===== src/rtl/decoder_share_sched.sv =====
// rtl/decoder_share_sched.sv - round-robin sharing of one pipelined decoder among four requesters
//
// Four requesters compete for a single shared decoder. One request is in
// flight at a time: a round-robin grant accepts a code, the code is driven
// to the decoder, the result is captured after DEC_LAT cycles, and it is
// held on the response port until the consumer takes it.
//
// Ports:
//   wb_clk_i    in   1   clock, rising edge
//   wb_rst_i    in   1   synchronous active-high reset
//   req_valid   in   4   per-requester request strobe
//   req_code    in  28   requester i code at [7i+6:7i]
//   req_ready   out  4   one-hot accept (IDLE only)
//   dec_in      out  7   registered code to the shared decoder
//   dec_out     in   8   decoder result
//   resp_valid  out  1   result available
//   resp_ready  in   1   consumer accepts result
//   resp_id     out  2   requester owning the result
//   resp_data   out  8   captured decoder result
//   busy        out  1   high whenever not IDLE
module decoder_share_sched #(
  parameter int unsigned DEC_LAT = 2
) (
  input  logic        wb_clk_i,
  input  logic        wb_rst_i,
  input  logic [3:0]  req_valid,
  input  logic [27:0] req_code,
  output logic [3:0]  req_ready,
  output logic [6:0]  dec_in,
  input  logic [7:0]  dec_out,
  output logic        resp_valid,
  input  logic        resp_ready,
  output logic [1:0]  resp_id,
  output logic [7:0]  resp_data,
  output logic        busy
);

  typedef enum logic [1:0] {
    IDLE = 2'd0,
    WAIT = 2'd1,
    RESP = 2'd2
  } state_t;

  localparam logic [3:0] LAT = 4'(DEC_LAT);

  state_t      state_q;
  logic [3:0]  cnt_q;
  logic [1:0]  lg_q;
  logic [1:0]  id_q;
  logic [6:0]  code_q;
  logic [7:0]  data_q;

  logic        grant_any;
  logic [1:0]  grant_idx;
  logic [1:0]  scan_idx;
  logic [6:0]  codes [4];

  always_comb begin
    for (int i = 0; i < 4; i++) begin
      codes[i] = req_code[7*i +: 7];
    end
  end

  // Scan lg+4 (== lg) down to lg+1; the last hit wins, so lg+1 has the
  // highest priority and the previous winner the lowest.
  always_comb begin
    grant_any = 1'b0;
    grant_idx = lg_q;
    scan_idx  = lg_q;
    for (int k = 4; k >= 1; k--) begin
      scan_idx = lg_q + 2'(k);
      if (req_valid[scan_idx]) begin
        grant_any = 1'b1;
        grant_idx = scan_idx;
      end
    end
  end

  // Reset gates the grant so nothing is offered while reset is held.
  always_comb begin
    req_ready = 4'b0000;
    if (state_q == IDLE && !wb_rst_i && grant_any) begin
      req_ready = 4'b0001 << grant_idx;
    end
  end

  always_ff @(posedge wb_clk_i) begin
    if (wb_rst_i) begin
      state_q <= IDLE;
      cnt_q   <= 4'd0;
      lg_q    <= 2'd3;
      id_q    <= 2'd0;
      code_q  <= 7'd0;
      data_q  <= 8'd0;
    end else begin
      case (state_q)
        IDLE: begin
          if (grant_any) begin
            code_q  <= codes[grant_idx];
            id_q    <= grant_idx;
            lg_q    <= grant_idx;
            cnt_q   <= LAT;
            state_q <= WAIT;
          end
        end
        WAIT: begin
          // cnt counts the remaining pipeline cycles; at zero dec_out
          // reflects the code that has been on dec_in since acceptance.
          if (cnt_q != 4'd0) begin
            cnt_q <= cnt_q - 4'd1;
          end else begin
            data_q  <= dec_out;
            state_q <= RESP;
          end
        end
        RESP: begin
          if (resp_ready) begin
            state_q <= IDLE;
          end
        end
        default: state_q <= IDLE;
      endcase
    end
  end

  assign dec_in     = code_q;
  assign resp_valid = (state_q == RESP);
  assign resp_id    = id_q;
  assign resp_data  = data_q;
  assign busy       = (state_q != IDLE);

endmodule


===== config.mk =====
export PLATFORM = sky130hd
export DESIGN_NAME = decoder_share_sched
export DESIGN_NICKNAME = d
export VERILOG_FILES = /design/src/rtl/decoder_share_sched.sv
export SDC_FILE = /design/constraint.sdc
export NUM_CORES = 1
export LEC_CHECK = 0
export ABC_CLOCK_PERIOD_IN_PS = 1600
export BUFFER_PORTS_ARGS = -buffer_cell sky130_fd_sc_hd__buf_2
export CAP_MARGIN = 20
export CORE_MARGIN = 8
export CORE_UTILIZATION = 35
export DETAILED_ROUTE_END_ITERATION = 8
export PLACE_DENSITY = 0.73
export SLEW_MARGIN = 20
export SYNTH_ARGS = -nofsm -noshare
export SYNTH_HDL_FRONTEND = slang
export SYNTH_SLANG_ARGS = --single-unit

===== constraint.sdc =====
create_clock -name wb_clk_i -period 1.6 [get_ports wb_clk_i]
set_input_delay 0 -clock wb_clk_i [delete_from_list [all_inputs] [get_ports wb_clk_i]]
set_output_delay 0 -clock wb_clk_i [all_outputs]
set_load 0.01 [all_outputs]

* Word-level counts from Yosys, hierarchy flattened
Cells that the tools add are included.
** Operators by class
- Add/sub/neg operators :: 4
- Order comparisons :: 5
- Equal/unequal tests :: 6
- Shifts and indexed selects :: 1
- Multiplexer cells :: 26
- Bitwise operators :: 2
- Reduce and logical (&&, ||, !) cells :: 11
** Operators by type and width (number)
- $bmux 7 s2 :: 1
- $mux 7 :: 2
- $lt 2x3->1 const B :: 4
- $mux 2 :: 6
- $mux 4 :: 3
- $bmux 1 s2 :: 4
- $mux 1 :: 8
- $pmux 4 s2 :: 1
- $ne 2x2->1 const B :: 3
- $pmux 2 s3 :: 1
- $reduce_and 3->1 :: 2
- $add 2x2->2 const B :: 2
- $reduce_and 2->1 :: 2
- $reduce_bool 2->1 :: 2
- $reduce_bool 4->1 :: 1
- $shl 1x2->4 const A :: 1
- $sub 4x1->4 const B :: 1
- $ge 3x3->1 const B :: 1
- $not 2->3 :: 1
- $add 2x1->2 const B :: 1
- $eq 2x1->1 const B :: 1
- $eq 2x2->1 const B :: 1
- $logic_and 1x1->1 :: 2
- $logic_not 2->1 :: 1
- 3 further kinds :: 3
** Word-level totals
- Bits in registers :: 25
- Output and inout port bits :: 23

* Logic depth before layout (Yosys ltp)
- Word-level depth :: 10
- Mapped depth :: 7

* Least setup slack after synthesis
No wires, ideal clock.
- Path type :: reg2reg
- Start point :: reg state_q[1]
- End point :: reg code_q[0], in the netlist dec_in[0]
- Setup time :: 88 ps
- Data arrival time :: 1430 ps
- Required time :: 1512 ps
- Slack :: 82 ps
- Stages on the path, launching flop included :: 6
- Buffers on the path :: 2
- Period minus slack after synthesis :: 1518 ps
- Path through :: dfxtp_1 > or2_1 > buf_6 > or3_4 > buf_6 > o32ai_2
** Between the ends
- Cells in the longest elaborated chain, start to end :: 2
** RTL lines
- from (decl) :: line 46 : state_t state_q;
- from (signal assigned) :: line 89 : state_q <= IDLE;
- from (signal assigned) :: line 103 : state_q <= WAIT;
- from (signal assigned) :: line 113 : state_q <= RESP;
- $logic_not 2->1 :: line 96 : case (state_q)
- $reduce_and 2->1 (no line)
- to (signal assigned) :: line 99 : code_q <= codes[grant_idx];
- to (decl) :: line 50 : logic [6:0] code_q;
No other way between the ends.
A chain may end at the register's enable or synchronous reset.

* Final worst setup path
- Start point :: reg lg_q[0]
- End point :: out req_ready[2]
** Between the ends
- Cells in the longest elaborated chain, start to end :: 8
- Elaborated cells between the ends (all ways) :: 21
- Those cells by class :: add/sub (3); shift (1); mux (16); reduce/logical (1)
** RTL lines
- from (decl) :: line 48 : logic [1:0] lg_q;
- from (signal assigned) :: line 101 : lg_q <= grant_idx;
- $add 2x2->2 or $bmux 1 s2 (tied branches) :: line 71, 72
- $bmux 1 s2 or $mux 1 (tied branches) :: line 72 : if (req_valid[scan_idx]) begin
- $mux 1 (implied by the code) :: line 72
- $mux 2 or $mux 1 (tied branches) (3 in a row) :: line 72
- $shl 1x2->4 or $logic_and 1x1->1 (tied branches) :: line 83, 82
- $mux 4 * :: line 82 : if (state_q == IDLE && !wb_rst_i && grant_any) begin
- to (decl) :: line 28 : output logic [3:0] req_ready,
Every way passes the cells marked *; elsewhere a longest branch is shown, timed or not. The select of a mux whose other input is x is not followed.

==> impl_metrics.env <==
export IMPL_hold_viol_final=0
export IMPL_fin_skew_ns=0.00146
export IMPL_routed_wl_mm=4.55
export IMPL_syn_inst=153
export IMPL_p_int_uw=2260
export IMPL_io_pins=66
export IMPL_worstPathMaxFanout=4
export IMPL_postRouteAntennaNets=0
export IMPL_clk_latency_ns=0.27
export IMPL_root_buffer="clkbuf_8"
export IMPL_rsz0062_at_grt="true"
export IMPL_critPathKind="reg2out"
export IMPL_fmaxAchievable_mhz=609
export IMPL_max_stage_delay_ns=0.42
export IMPL_die_x_um=81.6
export IMPL_htreeDepth=1
export IMPL_synth_seq_area_share_pct=33.3
export IMPL_grt_pass1_vias=1500
export IMPL_start_util_pct=35.5
export IMPL_wire_per_inst_um=15.4
export IMPL_async_flop_share_pct=0
export IMPL_critical_path_depth=5
export IMPL_switching_share_pct=41.4
export IMPL_p_leak_uw=0.00103
export IMPL_grt_max_degree=26
export IMPL_floorplan_die_area_mm2=0.00666
export IMPL_timing_rr_end="dec_in[0]"
export IMPL_drive_above_1_share_pct=53.3
export IMPL_worstMarginPinSlew_ns=0.414
export IMPL_synth_flop_cell="dfxtp_1"
export IMPL_avgSynthCellArea_um2=9.84
export IMPL_pwr_share_clk_pct=9.8
export IMPL_placed_area_mm2=0.00196
export IMPL_setup_ws_ns=-0.0410
export IMPL_drv_slew=0
export IMPL_die_h_um=81.6
export IMPL_syn_cell_area_mm2=0.00151
export IMPL_status="finished with violations"
export IMPL_synth_edf_count=0
export IMPL_ir_worst_vdd_mv=0.902
export IMPL_arrival_ns=1.64
export IMPL_synth_nets=198
export IMPL_numCtsBuffers=3
export IMPL_place_port_buffers=65
export IMPL_area_growth_pct=48.2
export IMPL_cts_num_sinks=25
export IMPL_hold_path_class="in2reg"
export IMPL_cts_buffer_depth=2
export IMPL_grt_pass1_wl_mm=7.25
export IMPL_seqPwrFrac_pct=27.5
export IMPL_violations="negative setup slack"
export IMPL_rr_worst_depth=7
export IMPL_gp_congestion=0.819
export IMPL_dp_cells=275
export IMPL_slew_headroom_pct=72.4
export IMPL_setup_violations=3
export IMPL_r2r_slack_ns=0.03
export IMPL_final_common_cell="buf_2"
export IMPL_worstHoldStart="req_code[20]"
export IMPL_cap_violations=0
export IMPL_fin_crit_sh_pct=103
export IMPL_first_iter_violations=73
export IMPL_grtUsageTotal_pct=13.3
export IMPL_num_antenna_cells=0
export IMPL_yosysWarnings=0
export IMPL_power_density_mw_per_mm2=1730
export IMPL_gr_total_overflow=0
export IMPL_instances_no_fill=296
export IMPL_critPathRequiredTime_ns=1.60
export IMPL_cts_reportedPaths_clkPinSlew_ns=0.09
export IMPL_vias_per_cell=5.03
export IMPL_coreArea_mm2=0.00423
export IMPL_hpwl_mm=3.14
export IMPL_p_comb_share_pct=62.7
export IMPL_min_period_ns=1.64
export IMPL_cts_tree="done"
export IMPL_critPathBufInv=1
export IMPL_layout_nets=290
export IMPL_synth_cell_types=35
export IMPL_crit_family="compound AO/OA/AOI/OAI gates"
export IMPL_path_cells="nand2b_4, o21ai_4, a221o_2, nor3_2, buf_2"
export IMPL_first_pass_iters=4
export IMPL_rows=24
export IMPL_via_count=1488
export IMPL_hold_depth=3
export IMPL_cp_end_kind="primary output"
export IMPL_critPathSlowestCell="a221o_2"
export IMPL_cp_start_kind="flip-flop"
export IMPL_synth_seq_cells=25
export IMPL_final_cell_mix="buf_2, dfxtp_1, nor2_1, buf_4"
export IMPL_r2r_start="lg_q[0]"
export IMPL_antenna_found_initial=0
export IMPL_hold_end="dec_in[6]"
export IMPL_switchingPower_uw=1590
export IMPL_drc=0
export IMPL_final_area_mm2=0.00223
## registers in the layout, summed over array words and instances, names as in the netlist
signal	flops
cnt_q	4
dec_in	7
state_q	2
lg_q	2
resp_data	8
resp_id	2
## routing by layer
layer	wire length, um	track usage (%)	part of all wire, %
met1	1820	15.3	40
met2	2230	23.3	49
met4	24	2.28	0.53
met3	484	4.70	11
met5	0	0	0
## worst min-delay path: cells and delay by family
family | cells | cell delay (ns)
buffers and inverters | 1 | 0.08
AOI/OAI and AO/OA | 2 | 0.23
## through the flow
stage          util (%)  total power (uW)   TNS, ns  hold slack [ns]  setup slack [ns]
6_report           52.7              3850   -0.0678           0.0853           -0.0410
5_1_grt            52.7              4140    -0.688           0.0974           -0.0879
4_1_cts            51.4              3760  -0.00318           0.0851          -0.00318
3_5_place_dp       46.3              3210  -0.00469            0.237          -0.00469
3_3_place_gp       46.3              3180         0            0.229            0.0263
2_1_floorplan         -              2540         0            0.144            0.0816
## synth_stat cells (2+ instances only)
cell type / instances / area (um2)
buf_2: 3 / 15.0
nor2b_1: 2 / 12.5
or2_1: 3 / 18.8
nor3b_1: 7 / 52.6
o21bai_1: 2 / 15.0
clkbuf_1: 2 / 7.51
o21a_1: 7 / 52.6
nand2b_1: 10 / 62.6
a211oi_2: 8 / 100
a211oi_1: 7 / 52.6
a21oi_1: 3 / 15.0
buf_4: 2 / 15.0
nor2_1: 19 / 71.3
nand2_1: 2 / 7.51
ha_1: 2 / 25.0
mux2i_1: 8 / 80.1
dfxtp_1: 25 / 500
nor3_2: 2 / 20.0
buf_6: 3 / 33.8
inv_1: 5 / 18.8
o32ai_2: 7 / 114
nor3_1: 10 / 50.1
xor2_1: 2 / 17.5
## how the worst max path moves through the flow
| stage | from | endpoint | slack, ns |
|---|---|---|---|
| final | lg_q[0] | req_ready[2] | -0.04 |
| after global routing | lg_q[0] | req_ready[1] | -0.09 |
| after CTS | lg_q[0] | req_ready[0] | -0.003 |
| after detailed placement | cnt_q[1] | cnt_q[0] | -0.005 |
| after global placement | cnt_q[0] | cnt_q[0] | 0.03 |
| after floorplan | state_q[1] | dec_in[0] | 0.08 |
## layout make-up
class                      instances  area (um2)
sequential                        25         507
fill                             374        2000
clock buffer                       4        45.0
tap                               52        65.1
inverter                           5        18.8
multi-input combinational        113         975
timing repair buffer              97         621
## cell families after synthesis
kind of cell	count (synthesis)	share of synthesized area [%]
compound gates	40	28.5
xor+xnor	2	1.16
fa+ha+maj	2	1.66
buf+inv	15	5.98
flops	25	33.3
mux	8	5.32
simple gates	61	24.1
## repair_timing
| item | CTS | global route |
|---|---|---|
| setup endpoints to repair | 10 | 17 |
| hold buffers | 9 | 0 |
| resized for setup | 9 | 10 |
| buffers inserted | 6 | 2 |
| pin swaps | 4 | 2 |
| hold endpoints to repair | 9 | 0 |
## power by group through the flow
| stage | logic (uW) | registers, uW | clock network [uW] |
|---|---|---|---|
| 2_1_floorplan | 1420 | 1120 | 0 |
| 3_3_place_gp | 2140 | 1040 | 0 |
| 3_5_place_dp | 2170 | 1040 | 0 |
| 4_1_cts | 2330 | 1040 | 388 |
| 5_1_grt | 2620 | 1100 | 416 |
| 6_report | 2420 | 1060 | 378 |
Power figures use the tool's default switching activity.
